## src/rtl/mul_seq_ctrl.sv

```systemverilog
// mul_seq_ctrl: 16x16 shift-add multiplier sequencer that borrows the shared
// 16-bit adder (add_a/add_b/add_cin out, add_sum/add_cout back in the same
// cycle) instead of owning a multiplier array.
// Optional signed support is compiled in with `define MUL_SIGNED_EN.
//
//   state  | meaning
//   IDLE   | waiting for start, adder inputs held at zero
//   ABS_A  | (signed) replace multiplicand by its magnitude
//   ABS_B  | (signed) replace multiplier by its magnitude
//   RUN    | one shift-add iteration per cycle, 16 cycles
//   NEG_LO | (signed) two's-complement low product half, keep carry
//   NEG_HI | (signed) two's-complement high product half using that carry
//   DONE   | one-cycle done pulse, product valid
module mul_seq_ctrl #(
  parameter int WIDTH  = 16,
  parameter int ITER_W = 5
) (
  input  logic               clk,
  input  logic               rst,
  input  logic               start,
  input  logic [WIDTH-1:0]   op_a,
  input  logic [WIDTH-1:0]   op_b,
  input  logic               is_signed,
  output logic               busy,
  output logic               done,
  output logic [2*WIDTH-1:0] product,
  output logic [WIDTH-1:0]   add_a,
  output logic [WIDTH-1:0]   add_b,
  output logic               add_cin,
  input  logic [WIDTH-1:0]   add_sum,
  input  logic               add_cout
);

  typedef enum logic [2:0] {
    S_IDLE,
    S_RUN,
    S_DONE
`ifdef MUL_SIGNED_EN
    , S_ABS_A
    , S_ABS_B
    , S_NEG_LO
    , S_NEG_HI
`endif
  } state_t;

  localparam logic [ITER_W-1:0] LAST_ITER = ITER_W'(WIDTH - 1);

  state_t              state, state_nxt;
  logic [WIDTH-1:0]    hi, hi_nxt;
  logic [WIDTH-1:0]    lo, lo_nxt;
  logic [WIDTH-1:0]    mcand, mcand_nxt;
  logic [ITER_W-1:0]   count, count_nxt;

`ifdef MUL_SIGNED_EN
  logic neg, neg_nxt;
  logic carry, carry_nxt;
`else
  // is_signed has no meaning without the signed datapath
  logic unused_is_signed;
  assign unused_is_signed = is_signed;
`endif

  assign busy = (state != S_IDLE) && (state != S_DONE);
  assign done = (state == S_DONE);

  // Next-state, adder operand steering and datapath update
  always_comb begin
    state_nxt = state;
    hi_nxt    = hi;
    lo_nxt    = lo;
    mcand_nxt = mcand;
    count_nxt = count;
    add_a     = '0;
    add_b     = '0;
    add_cin   = 1'b0;
`ifdef MUL_SIGNED_EN
    neg_nxt   = neg;
    carry_nxt = carry;
`endif
    case (state)
      S_IDLE: begin
        if (start) begin
          hi_nxt    = '0;
          lo_nxt    = op_b;
          mcand_nxt = op_a;
          count_nxt = '0;
`ifdef MUL_SIGNED_EN
          neg_nxt   = is_signed & (op_a[WIDTH-1] ^ op_b[WIDTH-1]);
          state_nxt = is_signed ? S_ABS_A : S_RUN;
`else
          state_nxt = S_RUN;
`endif
        end
      end
      S_RUN: begin
        add_a     = hi;
        add_b     = lo[0] ? mcand : '0;
        hi_nxt    = {add_cout, add_sum[WIDTH-1:1]};
        lo_nxt    = {add_sum[0], lo[WIDTH-1:1]};
        count_nxt = count + 1'b1;
        if (count == LAST_ITER) begin
`ifdef MUL_SIGNED_EN
          state_nxt = neg ? S_NEG_LO : S_DONE;
`else
          state_nxt = S_DONE;
`endif
        end
      end
      S_DONE: begin
        state_nxt = S_IDLE;
      end
`ifdef MUL_SIGNED_EN
      // -32768 maps to 0x8000, which the unsigned core reads as +32768
      S_ABS_A: begin
        if (mcand[WIDTH-1]) begin
          add_a     = ~mcand;
          add_cin   = 1'b1;
          mcand_nxt = add_sum;
        end
        state_nxt = S_ABS_B;
      end
      S_ABS_B: begin
        if (lo[WIDTH-1]) begin
          add_a   = ~lo;
          add_cin = 1'b1;
          lo_nxt  = add_sum;
        end
        state_nxt = S_RUN;
      end
      S_NEG_LO: begin
        add_a     = ~lo;
        add_cin   = 1'b1;
        lo_nxt    = add_sum;
        carry_nxt = add_cout;
        state_nxt = S_NEG_HI;
      end
      S_NEG_HI: begin
        add_a     = ~hi;
        add_cin   = carry;
        hi_nxt    = add_sum;
        state_nxt = S_DONE;
      end
`endif
      default: begin
        state_nxt = S_IDLE;
      end
    endcase
  end

  // State and datapath registers; product loads on the edge entering DONE
  always_ff @(posedge clk or posedge rst) begin
    if (rst) begin
      state   <= S_IDLE;
      hi      <= '0;
      lo      <= '0;
      mcand   <= '0;
      count   <= '0;
      product <= '0;
`ifdef MUL_SIGNED_EN
      neg     <= 1'b0;
      carry   <= 1'b0;
`endif
    end else begin
      state <= state_nxt;
      hi    <= hi_nxt;
      lo    <= lo_nxt;
      mcand <= mcand_nxt;
      count <= count_nxt;
`ifdef MUL_SIGNED_EN
      neg   <= neg_nxt;
      carry <= carry_nxt;
`endif
      if (state_nxt == S_DONE) begin
        product <= {hi_nxt, lo_nxt};
      end
    end
  end

endmodule

```

## config.mk

```make
export PLATFORM = sky130hd
export DESIGN_NAME = mul_seq_ctrl
export DESIGN_NICKNAME = d
export VERILOG_FILES = /design/src/rtl/mul_seq_ctrl.sv
export SDC_FILE = /design/constraint.sdc
export NUM_CORES = 1
export LEC_CHECK = 0
export CAP_MARGIN = 20
export CORE_AREA = 2 2 91 93
export CTS_CLUSTER_DIAMETER = 100
export DETAILED_ROUTE_END_ITERATION = 7
export DIE_AREA = 0 0 93 95
export PLACE_DENSITY_LB_ADDON = 0.08
export SETUP_SLACK_MARGIN = 0.02
export SLEW_MARGIN = 20
export SYNTH_ARGS = -nofsm -noshare
export SYNTH_HDL_FRONTEND = slang
export SYNTH_SLANG_ARGS = --single-unit
```

## constraint.sdc

```tcl
create_clock -name clk -period 8.85 [get_ports clk]
set_input_delay 1.77 -clock clk [delete_from_list [all_inputs] [get_ports clk]]
set_output_delay 1.77 -clock clk [all_outputs]
set_load 0.02 [all_outputs]
```

==> results.cfg, run 1 <==
[run_status]
outcome = finished clean

[timing]
rsz0062_at_grt = no
maxClockFrequency_mhz = 200
tns_ps = 0
slew_viol_final = 0
setup_viol_count_final = 0
worst_slew_pin_slew_ps = 858
total_count_of_hold_check_failures_in_the_final_report = 0
finalClockSkew_ps = 10.6
relSlewSlack_pct = 42.8
final.hold.worst_slack_ps = 486
timing.final.crit_share_pct = 56.4
post-route-min-period_ps = 4990

[finish]
layout_commonest_cell = sky130_fd_sc_hd__clkdlybuf4s50_1
layout_common_cells = sky130_fd_sc_hd__clkdlybuf4s50_1 (117), sky130_fd_sc_hd__dfrtp_1 (88), sky130_fd_sc_hd__mux2_1 (30)
num_antenna_cells = 0
layout_overhead_on_the_synthesized_area_pct = 37.0
share_of_post_route_cells_with_drive_strength_above_1_pct = 10.4
stdcell_count = 520
num-fill-cells = 647
finish.net_count = 466

[drt]
routed_via_count_divided_by_cell_count = 5.42
route.vias.total = 2819
drc_errors_left = 0
route.detailed.wl_per_inst_um = 16.2
wirelength_um = 8430
ant_nets = 0
first_pass_iteration_count_of_the_detailed_router = 5
drtIter0Drc = 182

[setup_path]
crit_buf_inv = 2
worst-endpoint-required_ps = 7080
path_delay_family = buffers and inverters
setup.worst_path.class = reg2out
startpoint_type = register
cp_slowest_stage_delay_ps = 790
cp_max_fo = 57
regToRegSetupSlack_ps = 5470
crit_path_capture_type = output pin
crit_arrival_ps = 3220
cp_cell_sequence = nor3b_4 > buf_4 > and3_1 > clkdlybuf4s50_1
critical_path.slowest_cell = sky130_fd_sc_hd__dfrtp_1

[clock_network]
cts_made_buffers = 9
cts_max_path_buffers = 2
clock_sink_count = 88
hold_buffers = 0
clkSlewWorstSetupHoldPaths_ps = 80
cts_tree = done
insertion_delay_ps = 340
setup_fix_bufs_post_cts = 0
cts_root_buffer = sky130_fd_sc_hd__clkbuf_8
cts_resized = 0
cts_htree_levels = 3

[pwr]
share_comb_of_total_power_pct = 13.9
portion_of_total_power_attributed_to_the_clock_network_pct = 31.9
pwr_density_cell_nw_per_um2 = 170
internal-power_w = 0.000667
design_power_total_w = 0.000886
leakage_nw = 2.36
vdd_ir_drop_max_v = 0.0000974
seq_power_share_pct = 54.2
net-switching-power_w = 0.000219
sw_frac_of_total_pct = 24.7

[grt]
grt_first_pass_wirelength_um = 13700
gr-usage-all-layers_pct = 19.9
maximum_number_of_pins_on_one_net_before_global_route_repair = 60
vias_in_the_first_global_route = 2824
grt_overflow_total = 0
grt_antenna_before_repair = 0

[hold_path]
hold_path.class = reg2reg

[synth]
netlist_area_sq_um = 3810
synthDistinctLibCells = 31
synth_seq_cells = 88
yosysWarningCount = 0
seq_total_area_yosys_pct = 57.8
postSynthAreaPerCell_sq_um = 12.6
synth_cells = 302

[floorplan]
chipHeight_um = 95
rows = 33
initial_core_util_pct = 48.1
die_outline_width_um = 93
fp.dieArea_sq_um = 8840
number_of_i_o_pins = 120
floorplan.core_area_sq_um = 7930

[place]
dp.cells = 505
gp_congestion = 0.723
place.port_buffers = 117
place_hpwl_um = 5500

[job]
maxCapViolations = 0
[Yosys cell counts]
cell,count,area share (%)
sky130_fd_sc_hd__a31oi_1,16,2.6
sky130_fd_sc_hd__mux2_2,18,5.3
sky130_fd_sc_hd__o21ai_0,15,2.0
sky130_fd_sc_hd__and3_1,18,3.0
sky130_fd_sc_hd__a22oi_1,16,3.2
sky130_fd_sc_hd__a211o_1,1,0.23
sky130_fd_sc_hd__nor2b_1,16,2.6
sky130_fd_sc_hd__a31o_2,1,0.23
sky130_fd_sc_hd__buf_6,3,0.89
sky130_fd_sc_hd__nand3_1,1,0.13
sky130_fd_sc_hd__a22o_1,17,3.9
sky130_fd_sc_hd__or2_2,2,0.33
sky130_fd_sc_hd__nand2_1,1,0.098
sky130_fd_sc_hd__nor2_2,1,0.16
sky130_fd_sc_hd__dfrtp_1,88,58
sky130_fd_sc_hd__nor2_1,4,0.39
sky130_fd_sc_hd__conb_1,1,0.098
sky130_fd_sc_hd__nor3b_4,1,0.49
sky130_fd_sc_hd__clkbuf_1,12,1.2
sky130_fd_sc_hd__buf_2,5,0.66
sky130_fd_sc_hd__buf_4,4,0.79
sky130_fd_sc_hd__ha_1,2,0.66
sky130_fd_sc_hd__nand2b_1,1,0.16
sky130_fd_sc_hd__a21oi_1,2,0.26
sky130_fd_sc_hd__nor3b_1,1,0.20
sky130_fd_sc_hd__and2_1,18,3.0
sky130_fd_sc_hd__inv_1,4,0.39
sky130_fd_sc_hd__o21ai_1,1,0.13
sky130_fd_sc_hd__o22ai_1,1,0.16
sky130_fd_sc_hd__o2bb2ai_1,1,0.23
sky130_fd_sc_hd__mux2_1,30,8.9
[path summary, 6_finish.rpt]
| kind | start | end | depth (start not counted) |
|---|---|---|---|
| max | state[0]$_DFF_PP0_ | add_b[6] | 4 |
| min | product[5]$_DFFE_PP0N_ | product[5]$_DFFE_PP0N_ | 1 |
| max reg2reg | state[0]$_DFF_PP0_ | product[1]$_DFFE_PP0N_ | 4 |
| min reg2reg | product[5]$_DFFE_PP0N_ | product[5]$_DFFE_PP0N_ | 1 |
| max in group asynchronous | rst | mcand[6]$_DFFE_PP0P_ | 3 |
| min in group asynchronous | rst | product[19]$_DFFE_PP0N_ | 2 |
[cell type report]
cell class	count	area (sq um)	share of cell area, %
flip-flops and latches	88	2200	42.2
clock buffers	13	169	3.23
repair buffers	121	1200	23.0
multi-input cells	187	1470	28.1
well taps	105	131	2.51
inverters	4	16.3	0.311
clock inverters	2	37.5	0.719
[power by group through the flow]
stage	logic (W)	registers [W]	clock network [W]
floorplan	0.0000820	0.000474	0
global placement	0.000120	0.000486	0
detailed placement	0.000124	0.000488	0
CTS	0.000125	0.000480	0.000295
global route	0.000137	0.000488	0.000309
finish	0.000123	0.000480	0.000282
[cells by family after synthesis]
family	Yosys count	share of synthesized area [%]
multiplexers	48	14.2
adder cells (fa/ha/maj)	2	0.656
flip-flops	88	57.8
buffers and inverters	28	3.91
other	1	0.0984
AO/OA/AOI/OAI	71	12.9
AND/OR/NAND/NOR	64	10.5
[sequential cells by signal (all words and copies together) (netlist names)]
| signal | cells |
|---|---|
| product | 32 |
| hi | 16 |
| count | 5 |
| state | 3 |
| mcand | 16 |
| lo | 16 |
[per-layer routing]
metal | up-vias | wire length, um | GRT usage (%)
met5 | - | 0 | 0
met4 | 0 | 102 | 6.74
met2 | 80 | 4140 | 32.4
met1 | 1426 | 3640 | 25.7
li1 | 1302 | - | -
met3 | 11 | 545 | 5.59
[metrics by stage]
stage	setup WS, ps	instance area, sq um	util (%)
floorplan	4800	3820	-
finish	3860	5220	65.9
global placement	4290	5020	63.3
CTS	3870	5220	65.9
global route	3610	5220	65.9
detailed placement	4250	5020	63.3
Power figures use the tool's default switching activity.
==> run 2: changes to the inputs <==
--- a/config.mk
+++ b/config.mk
@@ -6,10 +6,10 @@
 export NUM_CORES = 1
 export LEC_CHECK = 0
 export CAP_MARGIN = 20
-export CORE_AREA = 2 2 91 93
+export CORE_AREA = 2 2 95 97
 export CTS_CLUSTER_DIAMETER = 100
 export DETAILED_ROUTE_END_ITERATION = 7
-export DIE_AREA = 0 0 93 95
+export DIE_AREA = 0 0 97 99
 export PLACE_DENSITY_LB_ADDON = 0.08
 export SETUP_SLACK_MARGIN = 0.02
 export SLEW_MARGIN = 20
==> constraint.sdc (replaced) <==
create_clock -name clk -period 4.6 [get_ports clk]
set_input_delay 0.92 -clock clk [delete_from_list [all_inputs] [get_ports clk]]
set_output_delay 0.92 -clock clk [all_outputs]
set_load 0.02 [all_outputs]
==> results.cfg, run 2 (synthesized netlist as in run 1, its figures left out) <==
[hold_path]
worstHoldStart = product[0]$_DFFE_PP0N_
worstHoldEndpoint = product[0]$_DFFE_PP0N_
worst_hold_path.num_cells = 1
hold_path.class = reg2reg

[finish]
num_antenna_cells = 0
layout_overhead_on_the_synthesized_area_pct = 37.5
largest_register_ffs = 32
layout_common_cells = sky130_fd_sc_hd__clkdlybuf4s50_1 (117), sky130_fd_sc_hd__dfrtp_1 (88), sky130_fd_sc_hd__mux2_1 (30)
layout_commonest_cell = sky130_fd_sc_hd__clkdlybuf4s50_1
num-fill-cells = 729
area_of_all_sequential_standard_cells_sq_um = 2200
multi_input_comb_area_sq_um = 1470
share_of_post_route_cells_with_drive_strength_above_1_pct = 11.2
regMostFlops = product
finish.net_count = 468
finalInstanceArea_sq_um = 5240

[floorplan]
initial_core_util_pct = 44.6
die_outline_width_um = 97
fp.dieArea_sq_um = 9600
chipHeight_um = 99
number_of_i_o_pins = 120
rows = 34
floorplan.core_area_sq_um = 8550

[place]
detailed_place.area_sq_um = 5040
place_hpwl_um = 5570
place.port_buffers = 117
gp_congestion = 0.732

[pwr]
vdd_ir_drop_max_v = 0.000161
leakage_nw = 2.36
pwr_density_cell_nw_per_um2 = 325

[setup_path]
regToRegSetupSlack_ps = 1880
crit_cells = 4
cp_cell_sequence = nor3b_4 > buf_4 > and3_1 > clkdlybuf4s50_1
cp_slowest_stage_delay_ps = 630
cp_max_fo = 65
critical_path.slowest_cell = sky130_fd_sc_hd__clkdlybuf4s50_1
crit_path_capture_type = output pin
reg2reg_to = product[2]$_DFFE_PP0N_
startpoint_type = register
worst-endpoint-required_ps = 3680
worst-r2r-cell-count = 4
crit_buf_inv = 2
setup.worst_path.class = reg2out
crit-reg2reg-launch = state[2]$_DFF_PP0_
path_delay_family = buffers and inverters
crit_arrival_ps = 2580

[drt]
routed_via_count_divided_by_cell_count = 5.31
route.detailed.wl_per_inst_um = 16.2
ant_nets = 0
wirelength_um = 8540
first_pass_iteration_count_of_the_detailed_router = 4
drtIter0Drc = 88
drc_errors_left = 0
route.vias.total = 2791

[timing]
relSlewSlack_pct = 42.6
setup_viol_count_final = 0
total_count_of_hold_check_failures_in_the_final_report = 0
timing.final.crit_share_pct = 76.0
post-route-min-period_ps = 3500
maxClockFrequency_mhz = 286
worst_slew_pin_slew_ps = 862
rsz0062_at_grt = no
tns_ps = 0
finalClockSkew_ps = 11.9
slew_viol_final = 0

[grt]
gr-usage-all-layers_pct = 18.4
maximum_number_of_pins_on_one_net_before_global_route_repair = 66
grt_overflow_total = 0
grt_antenna_before_repair = 0
vias_in_the_first_global_route = 2912
grt_first_pass_wirelength_um = 14300

[run_status]
outcome = finished clean

[clock_network]
cts_tree = done
clkSlewWorstSetupHoldPaths_ps = 90
clock_sink_count = 88
insertion_delay_ps = 340
cts_resized = 0
cts_made_buffers = 9
cts_htree_levels = 3
setup_fix_bufs_post_cts = 0
cts_root_buffer = sky130_fd_sc_hd__clkbuf_8
hold_buffers = 0
cts_max_path_buffers = 2

[job]
maxCapViolations = 0
-- run 2: cell types whose count changed in the layout (fill, tap and decap cells not counted) --
cell / previous run / this run
sky130_fd_sc_hd__clkbuf_8: 12 / 10
sky130_fd_sc_hd__buf_4: 4 / 6
sky130_fd_sc_hd__clkinvlp_4: 1 / 2
sky130_fd_sc_hd__inv_6: 0 / 1
sky130_fd_sc_hd__inv_4: 0 / 1
sky130_fd_sc_hd__clkinv_4: 0 / 1
sky130_fd_sc_hd__clkbuf_1: 1 / 0
-- run 2: stage by stage --
step	hold WS, ps	worst slack [ps]	total power (W)	util, %	instances
floorplan	450	1400	0.00107	-	303
global placement	459	1480	0.00117	58.9	510
detailed placement	474	1460	0.00118	58.9	510
CTS	496	1090	0.00173	61.3	526
global route	508	933	0.00180	61.3	526
finish	488	1100	0.00171	61.3	526
-- run 2: how the worst max path moves through the flow --
stage,slack (ps),end,from
after floorplan,1400,count[0]$_DFFE_PP0P_,rst
after detailed placement,1460,mcand[3]$_DFFE_PP0P_,start
after CTS,1090,add_b[10],state[2]$_DFF_PP0_
after global placement,1480,add_b[1],state[2]$_DFF_PP0_
final,1100,add_b[1],state[2]$_DFF_PP0_
after global routing,930,add_b[1],state[2]$_DFF_PP0_
-- run 2: report_power, final --
group	leakage [nW]	total (W)	switching [W]	internal [W]
Sequential	1.15	0.000922	0.0000671	0.000855
Clock	0.0989	0.000542	0.000275	0.000268
Combinational	1.12	0.000242	0.000105	0.000138
-- run 2: final cells by class --
cell class,count,area share (%)
clock buffers,10,2.63
clock inverters,6,1.29
inverters,4,0.334
multi-input cells,187,28.0
flip-flops and latches,88,42.0
well taps,108,2.58
repair buffers,123,23.2
-- run 2: per-layer routing --
metal / wire, um / track usage, % / up-vias
met2: 4140 / 29.8 / 75
met3: 651 / 6.31 / 9
met5: 0 / 0 / -
met1: 3650 / 23.4 / 1397
li1: - / - / 1310
met4: 91 / 6.39 / 0
